<file path="src/rtl/clint_pkg.sv">
// rtl/clint_pkg.sv - register map, hart limit and byte-lane merge shared by clint_timer
package clint_pkg;

  localparam int          MAX_HARTS    = 8;
  localparam logic [15:0] MSIP_OFF     = 16'h0000;
  localparam logic [15:0] MTIMECMP_OFF = 16'h4000;
  localparam logic [15:0] PRESCALE_OFF = 16'hBFF0;
  localparam logic [15:0] MTIME_OFF    = 16'hBFF8;

  // Lanes with strb set take new_val, the rest keep old.
  function automatic logic [31:0] byte_merge(input logic [31:0] old,
                                             input logic [31:0] new_val,
                                             input logic [3:0]  strb);
    logic [31:0] res;
    for (int i = 0; i < 4; i++) begin
      res[8*i +: 8] = strb[i] ? new_val[8*i +: 8] : old[8*i +: 8];
    end
    return res;
  endfunction

endpackage

</file>
<file path="src/rtl/clint_prescaler.sv">
// rtl/clint_prescaler.sv - mtime tick generator, one tick every div+1 enabled cycles
module clint_prescaler #(
  parameter int W = 16
) (
  input  logic         clk,
  input  logic         reset,
  input  logic         en,
  input  logic [W-1:0] div,
  input  logic         clr,
  output logic         tick
);

  logic [W-1:0] pcnt;

  assign tick = en && (pcnt == div);

  always_ff @(posedge clk or posedge reset) begin
    if (reset) begin
      pcnt <= '0;
    end else if (clr) begin
      pcnt <= '0;
    end else if (en) begin
      pcnt <= tick ? '0 : pcnt + 1'b1;
    end
  end

endmodule

</file>
<file path="src/rtl/clint_timer.sv">
// rtl/clint_timer.sv - multi-hart CLINT: shared prescaled mtime, per-hart mtimecmp/msip
// on a single-cycle memory-mapped bus with byte strobes.
module clint_timer
  import clint_pkg::*;
#(
  parameter int          NUM_HARTS  = 1,
  parameter logic [31:0] BASE_ADDR  = 32'h0200_0000,
  parameter int          PRESCALE_W = 16
) (
  input  logic                 clk,
  input  logic                 reset,
  input  logic                 timer_en,
  input  logic                 wready,
  output logic                 wvalid,
  input  logic [31:0]          waddr,
  input  logic [31:0]          wdata,
  input  logic [3:0]           wstrb,
  input  logic                 rready,
  output logic                 rvalid,
  input  logic [31:0]          raddr,
  output logic                 rresp,
  output logic [31:0]          rdata,
  output logic [NUM_HARTS-1:0] timer_irq,
  output logic [NUM_HARTS-1:0] sw_irq,
  output logic [NUM_HARTS-1:0] ex_irq
);

  localparam int HIDX_W = $clog2(MAX_HARTS);

  assign wvalid = 1'b1;
  assign rvalid = 1'b1;

  logic unused_addr_lsbs;
  assign unused_addr_lsbs = ^{waddr[1:0], raddr[1:0]};

  // Write decode; the hart index field is sized for MAX_HARTS so that
  // indices at or beyond NUM_HARTS fall through as unmapped.
  logic              whit, wr_en;
  logic [15:0]       woff;
  logic [HIDX_W-1:0] w_msip_idx, w_cmp_idx;
  logic              w_msip_rgn, w_cmp_rgn;
  logic              wr_prescale, wr_mtime_lo, wr_mtime_hi;

  assign whit        = (waddr[31:16] == BASE_ADDR[31:16]);
  assign woff        = {waddr[15:2], 2'b00};
  assign wr_en       = wready && whit && (wstrb != 4'b0000);
  assign w_msip_idx  = woff[2 +: HIDX_W];
  assign w_cmp_idx   = woff[3 +: HIDX_W];
  assign w_msip_rgn  = (woff[15:2+HIDX_W] == MSIP_OFF[15:2+HIDX_W]);
  assign w_cmp_rgn   = (woff[15:3+HIDX_W] == MTIMECMP_OFF[15:3+HIDX_W]);
  assign wr_prescale = wr_en && (woff == PRESCALE_OFF);
  assign wr_mtime_lo = wr_en && (woff == MTIME_OFF);
  assign wr_mtime_hi = wr_en && (woff == MTIME_OFF + 16'd4);

  logic [PRESCALE_W-1:0] prescale_q;
  logic [31:0]           prescale_ext, prescale_merged;
  logic                  tick;

  assign prescale_ext    = 32'(prescale_q);
  assign prescale_merged = byte_merge(prescale_ext, wdata, wstrb);

  if (PRESCALE_W < 32) begin : g_prescale_pad
    logic unused_prescale_hi;
    assign unused_prescale_hi = ^prescale_merged[31:PRESCALE_W];
  end

  always_ff @(posedge clk or posedge reset) begin
    if (reset) begin
      prescale_q <= '0;
    end else if (wr_prescale) begin
      prescale_q <= prescale_merged[PRESCALE_W-1:0];
    end
  end

  clint_prescaler #(
    .W (PRESCALE_W)
  ) u_prescaler (
    .clk   (clk),
    .reset (reset),
    .en    (timer_en),
    .div   (prescale_q),
    .clr   (wr_prescale),
    .tick  (tick)
  );

  // Written byte lanes override the increment; untouched lanes keep the
  // incremented value, so a low-word write still lets a carry reach the high word.
  logic [63:0] mtime_q, mtime_inc, mtime_d;

  assign mtime_inc = mtime_q + {63'd0, tick};

  always_comb begin
    mtime_d = mtime_inc;
    if (wr_mtime_lo) begin
      mtime_d[31:0] = byte_merge(mtime_inc[31:0], wdata, wstrb);
    end
    if (wr_mtime_hi) begin
      mtime_d[63:32] = byte_merge(mtime_inc[63:32], wdata, wstrb);
    end
  end

  always_ff @(posedge clk or posedge reset) begin
    if (reset) begin
      mtime_q <= '0;
    end else begin
      mtime_q <= mtime_d;
    end
  end

  logic [63:0] cmp_arr [NUM_HARTS];

  for (genvar h = 0; h < NUM_HARTS; h++) begin : g_hart
    logic        wr_msip, wr_cmp_lo, wr_cmp_hi;
    logic        sw_q, ex_q, tirq_q;
    logic [63:0] cmp_q;
    logic [31:0] msip_merged;
    logic        unused_msip_bits;

    assign wr_msip   = wr_en && w_msip_rgn && (w_msip_idx == HIDX_W'(h));
    assign wr_cmp_lo = wr_en && w_cmp_rgn && (w_cmp_idx == HIDX_W'(h)) && !woff[2];
    assign wr_cmp_hi = wr_en && w_cmp_rgn && (w_cmp_idx == HIDX_W'(h)) && woff[2];

    assign msip_merged      = byte_merge({15'd0, ex_q, 15'd0, sw_q}, wdata, wstrb);
    assign unused_msip_bits = ^{msip_merged[31:17], msip_merged[15:1]};

    always_ff @(posedge clk or posedge reset) begin
      if (reset) begin
        sw_q   <= 1'b0;
        ex_q   <= 1'b0;
        cmp_q  <= '1;
        tirq_q <= 1'b0;
      end else begin
        if (wr_msip) begin
          sw_q <= msip_merged[0];
          ex_q <= msip_merged[16];
        end
        if (wr_cmp_lo) begin
          cmp_q[31:0] <= byte_merge(cmp_q[31:0], wdata, wstrb);
        end
        if (wr_cmp_hi) begin
          cmp_q[63:32] <= byte_merge(cmp_q[63:32], wdata, wstrb);
        end
        tirq_q <= (mtime_q >= cmp_q);
      end
    end

    assign sw_irq[h]    = sw_q;
    assign ex_irq[h]    = ex_q;
    assign timer_irq[h] = tirq_q;
    assign cmp_arr[h]   = cmp_q;
  end

  logic              rhit;
  logic [15:0]       roff;
  logic [HIDX_W-1:0] r_msip_idx, r_cmp_idx;
  logic              r_msip_rgn, r_cmp_rgn;
  logic [31:0]       rmux;

  assign rhit       = (raddr[31:16] == BASE_ADDR[31:16]);
  assign roff       = {raddr[15:2], 2'b00};
  assign r_msip_idx = roff[2 +: HIDX_W];
  assign r_cmp_idx  = roff[3 +: HIDX_W];
  assign r_msip_rgn = (roff[15:2+HIDX_W] == MSIP_OFF[15:2+HIDX_W]);
  assign r_cmp_rgn  = (roff[15:3+HIDX_W] == MTIMECMP_OFF[15:3+HIDX_W]);

  // Muxes current register values, so a same-cycle write is not visible yet.
  always_comb begin
    rmux = '0;
    if (rhit) begin
      for (int h = 0; h < NUM_HARTS; h++) begin
        if (r_msip_rgn && (int'(r_msip_idx) == h)) begin
          rmux = {15'd0, ex_irq[h], 15'd0, sw_irq[h]};
        end
        if (r_cmp_rgn && (int'(r_cmp_idx) == h)) begin
          rmux = roff[2] ? cmp_arr[h][63:32] : cmp_arr[h][31:0];
        end
      end
      if (roff == PRESCALE_OFF) begin
        rmux = prescale_ext;
      end
      if (roff == MTIME_OFF) begin
        rmux = mtime_q[31:0];
      end
      if (roff == MTIME_OFF + 16'd4) begin
        rmux = mtime_q[63:32];
      end
    end
  end

  always_ff @(posedge clk or posedge reset) begin
    if (reset) begin
      rresp <= 1'b0;
      rdata <= '0;
    end else begin
      rresp <= rready;
      if (rready) begin
        rdata <= rmux;
      end
    end
  end

endmodule

</file>
<file path="config.mk">
export PLATFORM = sky130hd
export DESIGN_NAME = clint_timer
export DESIGN_NICKNAME = d
export VERILOG_FILES = /design/src/rtl/clint_pkg.sv /design/src/rtl/clint_prescaler.sv /design/src/rtl/clint_timer.sv
export SDC_FILE = /design/constraint.sdc
export NUM_CORES = 1
export LEC_CHECK = 0
export CAP_MARGIN = 10
export CORE_UTILIZATION = 57
export CTS_CLUSTER_DIAMETER = 30
export DETAILED_ROUTE_END_ITERATION = 8
export GPL_ROUTABILITY_DRIVEN = 1
export PLACE_DENSITY = 0.81
export SYNTH_ARGS = -nofsm -noshare
export SYNTH_HDL_FRONTEND = slang
export SYNTH_HIERARCHICAL = 1
export SYNTH_SLANG_ARGS = --single-unit
</file>
<file path="constraint.sdc">
create_clock -name clk -period 7.1 [get_ports clk]
set_input_delay 0.71 -clock clk [delete_from_list [all_inputs] [get_ports clk]]
set_output_delay 0.71 -clock clk [all_outputs]
set_load 0.02 [all_outputs]
</file>
==> results of run 1 <==
-- through the flow --
step	worst slack (ns)	hold WS, ns	instance area [sq um]
2_1_floorplan	1.61	0.508	12100
3_3_place_gp	2.58	0.514	13600
3_5_place_dp	2.51	0.520	13600
4_1_cts	2.50	0.532	14200
5_1_grt	2.32	0.545	14200
6_report	2.33	0.531	14200
-- area by class of cell --
class	instances	area share, %
Inverter	119	3.18
Timing Repair Buffer	144	9.98
Sequential cell	196	35.1
Clock buffer	20	3.21
Tap cell	270	2.38
Clock inverter	12	0.853
Multi-Input combinational cell	852	45.4
-- worst min-delay path, stage by stage (launching register included) --
cell,delay [ns]
sky130_fd_sc_hd__dfrtp_1,0.38
sky130_fd_sc_hd__inv_1,0.05
sky130_fd_sc_hd__o22ai_1,0.06
-- cells by family after synthesis --
family | after synthesis | share of synthesized area [%]
AND/OR/NAND/NOR | 329 | 15.2
XOR/XNOR | 88 | 6.39
adder cells (fa/ha/maj) | 67 | 6.95
flip-flops | 196 | 41.3
AO/OA/AOI/OAI | 208 | 10.7
other | 1 | 0.0311
buffers and inverters | 164 | 5.30
multiplexers | 158 | 14.1
-- state kept, by name (all words and copies together) (netlist names) --
name,cells
cmp_arr,64
ex_irq,1
mtime_q,64
prescale_q,16
rdata,32
rresp,1
sw_irq,1
timer_irq,1
u_prescaler/pcnt,16
-- report_power, final --
group	leakage (nW)	internal, mW	switching (mW)	total (mW)
clock	0.282	0.509	0.458	0.967
combinational	3.14	0.0984	0.105	0.203
sequential	2.46	1.14	0.0273	1.16
-- per-layer routing --
metal	vias up	GRT usage, %	routed length, microns
met4	0	11.8	889
met2	310	50.7	15700
li1	4562	-	-
met3	77	4.94	1840
met5	-	0	0
met1	4839	40.6	13900
-- cell usage after synthesis, types with 3 or more instances --
master / n
sky130_fd_sc_hd__mux2_1: 16
sky130_fd_sc_hd__nor3_2: 4
sky130_fd_sc_hd__mux2i_1: 63
sky130_fd_sc_hd__buf_1: 6
sky130_fd_sc_hd__nand3_1: 39
sky130_fd_sc_hd__inv_1: 119
sky130_fd_sc_hd__ha_1: 67
sky130_fd_sc_hd__and3_1: 9
sky130_fd_sc_hd__nand4_1: 32
sky130_fd_sc_hd__nand4b_1: 3
sky130_fd_sc_hd__and2_1: 4
sky130_fd_sc_hd__nor2_1: 81
sky130_fd_sc_hd__nor3_1: 22
sky130_fd_sc_hd__buf_2: 8
sky130_fd_sc_hd__nor4b_1: 3
sky130_fd_sc_hd__mux2_2: 79
sky130_fd_sc_hd__o22ai_1: 47
sky130_fd_sc_hd__nand2_1: 61
sky130_fd_sc_hd__o21ai_0: 20
sky130_fd_sc_hd__xor2_1: 27
sky130_fd_sc_hd__dfstp_2: 64
sky130_fd_sc_hd__o211ai_1: 7
sky130_fd_sc_hd__clkbuf_1: 26
sky130_fd_sc_hd__and4_1: 6
sky130_fd_sc_hd__a211oi_1: 17
sky130_fd_sc_hd__o22a_1: 15
sky130_fd_sc_hd__buf_4: 3
sky130_fd_sc_hd__or4_1: 3
sky130_fd_sc_hd__nand3_2: 5
sky130_fd_sc_hd__nand2_2: 6
sky130_fd_sc_hd__nor4_4: 4
sky130_fd_sc_hd__nor2b_1: 7
sky130_fd_sc_hd__xnor2_1: 61
sky130_fd_sc_hd__a21o_1: 3
sky130_fd_sc_hd__dfrtp_1: 132
sky130_fd_sc_hd__a21oi_1: 81
sky130_fd_sc_hd__nand4_2: 6
sky130_fd_sc_hd__nor4_1: 19
sky130_fd_sc_hd__o21a_1: 5
-- final timing paths --
check	startpoint	to	slack, ns	depth (start not counted)
min in group asynchronous	reset	u_prescaler/pcnt[15]$_DFFE_PP0P_	0.77	2
max	u_prescaler/pcnt[12]$_DFFE_PP0P_	mtime_q[22]$_DFF_PP0_	2.33	12
max in group asynchronous	reset	mtime_q[26]$_DFF_PP0_	4.73	3
min reg2reg	rdata[20]$_DFFE_PP0P_	rdata[20]$_DFFE_PP0P_	0.53	2
min	rdata[20]$_DFFE_PP0P_	rdata[20]$_DFFE_PP0P_	0.53	2
max reg2reg	u_prescaler/pcnt[12]$_DFFE_PP0P_	mtime_q[22]$_DFF_PP0_	2.33	12
==> impl_results.rst, run 1 <==
.. list-table::
   :header-rows: 1

   * - Metric
     - Value
   * - Average cell area after synthesis
     - 9.96 sq um
   * - Worst setup SP type
     - flip-flop
   * - CTS tree
     - done
   * - Count of standard-cell rows
     - 52
   * - Wire length of the first global-routing pass
     - 51800 microns
   * - Total grt overflow
     - 0
   * - Total Power
     - 2.33 mW
   * - Unrepaired setup endpoints after global routing
     - false
   * - Pwr Density
     - 164 nW/um^2
   * - Most instantiated flip-flop cell in the synthesis netlist
     - sky130_fd_sc_hd__dfrtp_1
   * - Maximum fanout encountered on the critical timing path
     - 17
   * - Number of global-route vias before repair
     - 9826
   * - Slowest CP cell
     - sky130_fd_sc_hd__nor4_1
   * - Result of the run
     - finished, final reports clean
   * - Core box area
     - 20500 sq um
   * - Final-layout setup total negative slack
     - 0 ns
   * - Worst-path clk slew
     - 0.08 ns
   * - Total instance count after detailed placement
     - 1581
   * - Share of the yosys chip area belonging to registers
     - 41.3%
   * - Wire per inst
     - 20.0 microns
   * - Pins Over Slew Limit
     - 0
   * - Routability Congestion
     - 0.895
   * - Die outline height
     - 147 microns
   * - Post-layout util
     - 69.4%
   * - Post-detailed-routing wire length
     - 32300 microns
   * - Post-CTS Setup Inserts
     - 0
   * - Gate family responsible for the most delay along the worst path
     - simple AND/OR/NAND/NOR gates
   * - Antenna violations before repair
     - 0
   * - Max-Slew Margin vs Limit
     - 8.54%
   * - X dimension of the die
     - 147 microns
   * - Number of buffers created by CTS
     - 17
   * - WP buf/inv
     - 0
   * - Largest net degree at the start of global routing
     - 116
   * - Length of the first detailed-routing pass in iterations
     - 5
   * - Most frequent cells in the layout
     - 135 x sky130_fd_sc_hd__clkdlybuf4s50_1, 132 x sky130_fd_sc_hd__dfrtp_1, 118 x sky130_fd_sc_hd__inv_1
   * - Num Clock Sinks
     - 196
   * - Tot GR Track Use
     - 30.7%
   * - Most common cell after layout, fill and taps aside
     - sky130_fd_sc_hd__clkdlybuf4s50_1
   * - Cell Chain, Critical Path
     - xnor2_1, nand4_1, nor4_4, and2_1, ha_1, ha_1, nand2_1, nor4_1, nor3b_2, and3_1, xnor2_1, a21oi_1
   * - Starting density of the core
     - 58.9%
   * - Clock latency on the worst-skew pair
     - 0.45 ns
   * - Maximum ir drop on the vdd rail
     - 0.171 mV
   * - # Max-Cap Violations
     - 0
   * - Non-filler instance count after layout
     - 1613
   * - Area growth syn-to-layout
     - 17.9%
   * - Initial drt markers
     - 785
   * - Leakage power of the design
     - 5.88 nW
   * - Fin Clk Skew
     - 0.0139 ns
   * - Die area
     - 21800 sq um
   * - Measured slew at the worst slew-check pin
     - 1.36 ns
   * - Largest stage delay on the critical path
     - 1.16 ns
   * - Fraction of final layout cells with drive strength greater than 1
     - 16.5%
   * - Resize count post-CTS
     - 0
   * - Post-DP HPWL
     - 22900 microns
   * - Final number of setup-violating endpoints
     - 0
   * - Crit Path Class
     - flip-flop to flip-flop
   * - Min cycle time layout
     - 4.77 ns
   * - Required time of the critical path
     - 7.40 ns
   * - Number of storage elements in the synthesis netlist
     - 196
   * - Antenna fix cells
     - 0
   * - Area of the mapped netlist
     - 12100 sq um
   * - Asr flop ratio synth
     - 100%
   * - Worst hold path class
     - flip-flop to flip-flop
   * - Area share of the leading cell type in the synthesized netlist
     - 27.4%
   * - Final Hold Viols
     - 0
   * - Number of levels the H-tree was split into
     - 4
   * - Max Clk Rate
     - 210 MHz
   * - Leading post-synthesis cells by cell area
     - sky130_fd_sc_hd__dfrtp_1 27%, sky130_fd_sc_hd__dfstp_2 14%, sky130_fd_sc_hd__mux2_2 7.4%, sky130_fd_sc_hd__ha_1 6.9%, sky130_fd_sc_hd__mux2i_1 5.2%
   * - Fillers
     - 1567
   * - Number of synthesized flops with an enable pin
     - 0
   * - Post-detailed-route via-to-cell ratio
     - 6.07
   * - Clock tree buffer depth
     - 2
   * - Total number of vias
     - 9788
   * - Warnings from Yosys
     - 6
   * - Area of all sequential standard cells
     - 4980 sq um
   * - Mapped Cells
     - 1211
   * - Net count, final
     - 1502
   * - Hold-fix buffer count after cts
     - 0
   * - Number of primary I/O pins
     - 143
   * - Share of the cycle needed by the critical path after routing
     - 67.2%
   * - Count of nets left with antenna violations after detail routing
     - 0
   * - Number of buffers added on ports
     - 136
   * - Clock root buffer master
     - sky130_fd_sc_hd__clkbuf_16
   * - Cell variety after synth
     - 62
   * - # DRC
     - 0
   * - Cell taking the most area after synthesis
     - sky130_fd_sc_hd__dfrtp_1
   * - Worst path arrival time
     - 5.07 ns
   * - CP endpoint kind
     - flip-flop
   * - Area of combinational cells with multiple inputs
     - 6450 sq um
No activity file was read; power rests on OpenSTA's default activity.
==> inputs of run 2 (changes only) <==
- clock period: 7.1 -> 5 ns (I/O delays scaled with it)
==> run 2 against run 1 <==
Critical path type unchanged. Largest cell class unchanged. Fmax rose by 12%. Setup slack got worse by 1.6 ns. Register-to-register slack worse by 1.6 ns. Critical path depth increased by 2. Critical endpoint is now mtime_q[58]$_DFF_PP0_.
==> impl_results.rst, run 2 (same netlist as run 1, synthesis figures left out) <==
.. list-table::
   :header-rows: 1

   * - Metric
     - Value
   * - Result of the run
     - finished, final reports clean (unchanged)
   * - Final Hold Viols
     - 0 (unchanged)
   * - Pwr Density
     - 238 nW/um^2 (was 164 nW/um^2)
   * - Count of nets left with antenna violations after detail routing
     - 0 (unchanged)
   * - Number of buffers added on ports
     - 136 (unchanged)
   * - Hold-fix buffer count after cts
     - 0 (unchanged)
   * - Post-Route M1 WL
     - 13800 microns (was 13900 microns)
   * - Unrepaired setup endpoints after global routing
     - false (unchanged)
   * - Largest stage delay on the critical path
     - 0.50 ns (was 1.16 ns)
   * - Resize count post-CTS
     - 0 (unchanged)
   * - Leakage power of the design
     - 5.93 nW (was 5.88 nW)
   * - Required time of the critical path
     - 5.34 ns (was 7.40 ns)
   * - Post-DP HPWL
     - 22600 microns (was 22900 microns)
   * - Initial drt markers
     - 736 (was 785)
   * - Largest net degree at the start of global routing
     - 181 (was 116)
   * - Final Instance Area
     - 14300 sq um (was 14200 sq um)
   * - Net count, final
     - 1507 (was 1502)
   * - Measured slew at the worst slew-check pin
     - 1.19 ns (was 1.36 ns)
   * - Maximum ir drop on the vdd rail
     - 0.218 mV (was 0.171 mV)
   * - Starting density of the core
     - 58.9% (unchanged)
   * - Worst setup startpoint
     - u_prescaler/pcnt[12]$_DFFE_PP0P_ (unchanged)
   * - Worst hold path class
     - primary input to asynchronous set/reset pin (was flip-flop to flip-flop)
   * - Num Clock Sinks
     - 196 (unchanged)
   * - Switching part of the total
     - 25.2% (was 25.3%)
   * - Die outline height
     - 147 microns (unchanged)
   * - Number of buffers created by CTS
     - 17 (unchanged)
   * - Area growth syn-to-layout
     - 18.7% (was 17.9%)
   * - # Max-Cap Violations
     - 0 (unchanged)
   * - Number of levels the H-tree was split into
     - 4 (unchanged)
   * - Net Sw Power
     - 860 uW (was 590 uW)
   * - Post-CTS Setup Inserts
     - 0 (unchanged)
   * - Clock latency on the worst-skew pair
     - 0.46 ns (was 0.45 ns)
   * - Share of the cycle needed by the critical path after routing
     - 85.0% (was 67.2%)
   * - Post-detailed-route via-to-cell ratio
     - 6.15 (was 6.07)
   * - Most frequent cells in the layout
     - 135 x sky130_fd_sc_hd__clkdlybuf4s50_1, 132 x sky130_fd_sc_hd__dfrtp_1, 118 x sky130_fd_sc_hd__inv_1 (unchanged)
   * - Clock root buffer master
     - sky130_fd_sc_hd__clkbuf_16 (unchanged)
   * - Worst-path clk slew
     - 0.07 ns (was 0.08 ns)
   * - Worst setup SP type
     - flip-flop (unchanged)
   * - Internal power component
     - 2.55 mW (was 1.74 mW)
   * - Antenna fix cells
     - 0 (unchanged)
   * - Cell Chain, Critical Path
     - xnor2_1, nand4_1, nor4_4, buf_4, and2_1, ha_1, ha_1, nand2_1, nor4_1, buf_4, nand3_1, nor4_1, xor2_1, mux2_2 (was xnor2_1, nand4_1, nor4_4, and2_1, ha_1, ha_1, nand2_1, nor4_1, nor3b_2, and3_1, xnor2_1, a21oi_1)
   * - Top routing layer used
     - met4 (unchanged)
   * - CP endpoint kind
     - flip-flop (unchanged)
   * - Startpoint of the worst-slack reg-to-reg timing path
     - u_prescaler/pcnt[12]$_DFFE_PP0P_ (unchanged)
   * - Fraction of final layout cells with drive strength greater than 1
     - 16.9% (was 16.5%)
   * - Clock tree buffer depth
     - 2 (unchanged)
   * - Number of global-route vias before repair
     - 9885 (was 9826)
   * - X dimension of the die
     - 147 microns (unchanged)
   * - Met2 Routed Length
     - 15500 microns (was 15700 microns)
   * - Fin Clk Skew
     - 0.0132 ns (was 0.0139 ns)
   * - Core box area
     - 20500 sq um (unchanged)
   * - CTS tree
     - done (unchanged)
   * - Logic pwr share
     - 8.5% (was 8.7%)
   * - Clk pwr share
     - 42.9% (was 41.5%)
   * - # DRC
     - 0 (unchanged)
   * - Total grt overflow
     - 0 (unchanged)
   * - Slowest CP cell
     - sky130_fd_sc_hd__nor4_1 (unchanged)
   * - Post-layout util
     - 69.9% (was 69.4%)
   * - Max Clk Rate
     - 235 MHz (was 210 MHz)
   * - Final number of setup-violating endpoints
     - 0 (unchanged)
   * - Fillers
     - 1558 (was 1567)
   * - Crit Path Class
     - flip-flop to flip-flop (unchanged)
   * - Post-detailed-routing wire length
     - 31900 microns (was 32300 microns)
   * - Count of standard-cell rows
     - 52 (unchanged)
   * - Wire length of the first global-routing pass
     - 51100 microns (was 51800 microns)
   * - Flop2flop setup slack
     - 0.75 ns (was 2.33 ns)
   * - Routability Congestion
     - 0.895 (about the same)
   * - Cell Area, Placed
     - 13700 sq um (was 13600 sq um)
   * - Tot GR Track Use
     - 30.2% (was 30.7%)
   * - Total number of vias
     - 9956 (was 9788)
   * - Pins Over Slew Limit
     - 0 (unchanged)
   * - Met3 layer wire length in the routed design
     - 1810 microns (was 1840 microns)
   * - Length of the first detailed-routing pass in iterations
     - 5 (unchanged)
   * - Worst path arrival time
     - 4.59 ns (was 5.07 ns)
   * - Final-layout setup total negative slack
     - 0 ns (unchanged)
   * - Number of primary I/O pins
     - 143 (unchanged)
   * - Max-Slew Margin vs Limit
     - 20.4% (was 8.54%)
   * - Sequential group share of total power
     - 48.5% (was 49.8%)
   * - Antenna violations before repair
     - 0 (unchanged)
   * - Min cycle time layout
     - 4.25 ns (was 4.77 ns)
   * - Wire per inst
     - 19.7 microns (was 20.0 microns)
   * - Die area
     - 21800 sq um (unchanged)
   * - Maximum fanout encountered on the critical timing path
     - 17 (unchanged)
   * - Most common cell after layout, fill and taps aside
     - sky130_fd_sc_hd__clkdlybuf4s50_1 (unchanged)
==> run 2: cell count changes in the layout (fill, tap and decap cells not counted), sizes merged <==
cell | previous run | this run
inv | 123 | 126
clkinvlp | 1 | 3
buf | 9 | 14
clkinv | 6 | 1
==> run 2: layout make-up <==
| type | count | area [sq um] | share of cell area [%] |
|---|---|---|---|
| repair buffers | 149 | 1470 | 10.3 |
| well taps | 270 | 338 | 2.36 |
| multi-input cells | 852 | 6450 | 45.1 |
| flip-flops and latches | 196 | 4980 | 34.8 |
| inverters | 119 | 450 | 3.15 |
| clock inverters | 12 | 126 | 0.882 |
| clock buffers | 20 | 500 | 3.49 |
==> run 2: power by group through the flow <==
| stage | combinational, mW | sequential (mW) | clock, mW |
|---|---|---|---|
| 3_3_place_gp | 0.284 | 1.68 | 0 |
| 4_1_cts | 0.292 | 1.65 | 1.47 |
| 3_5_place_dp | 0.290 | 1.68 | 0 |
| 5_1_grt | 0.317 | 1.66 | 1.54 |
| 6_report | 0.290 | 1.65 | 1.46 |
| 2_1_floorplan | 0.159 | 1.67 | 0 |
==> run 2: path summary, 6_finish.rpt <==
path	endpoint	depth (start not counted)
max in group asynchronous	rdata[22]$_DFFE_PP0P_	3
worst min register to register	rdata[30]$_DFFE_PP0P_	2
worst max register to register	mtime_q[58]$_DFF_PP0_	14
worst min-delay path	u_prescaler/pcnt[12]$_DFFE_PP0P_	2
min in group clk	rdata[30]$_DFFE_PP0P_	2
worst max-delay path	mtime_q[58]$_DFF_PP0_	14
==> run 2: per-stage QoR <==
stage | setup slack, ns | std cells | hold WS [ns] | total power, mW
2_1_floorplan | 1.59 | 1212 | 0.414 | 1.83
3_3_place_gp | 1.13 | 1586 | 0.503 | 1.96
3_5_place_dp | 0.933 | 1586 | 0.520 | 1.97
4_1_cts | 0.872 | 1618 | 0.530 | 3.41
5_1_grt | 0.631 | 1618 | 0.554 | 3.51
6_report | 0.751 | 1618 | 0.520 | 3.41
==> run 2: routing by layer <==
metal / up-vias / GRT usage [%]
met5: - / 0
met4: 0 / 11.1
met3: 66 / 5.19
met2: 349 / 49.6
met1: 4966 / 40.1
li1: 4575 / -
==> run 2: critical path: cells and delay by family (launching register included) <==
kind / cells / cell delay (ns)
mux: 1 / 0.27
buf+inv: 2 / 0.46
xor+xnor: 2 / 0.46
fa+ha+maj: 2 / 0.46
simple gates: 7 / 2.04
flops: 1 / 0.44
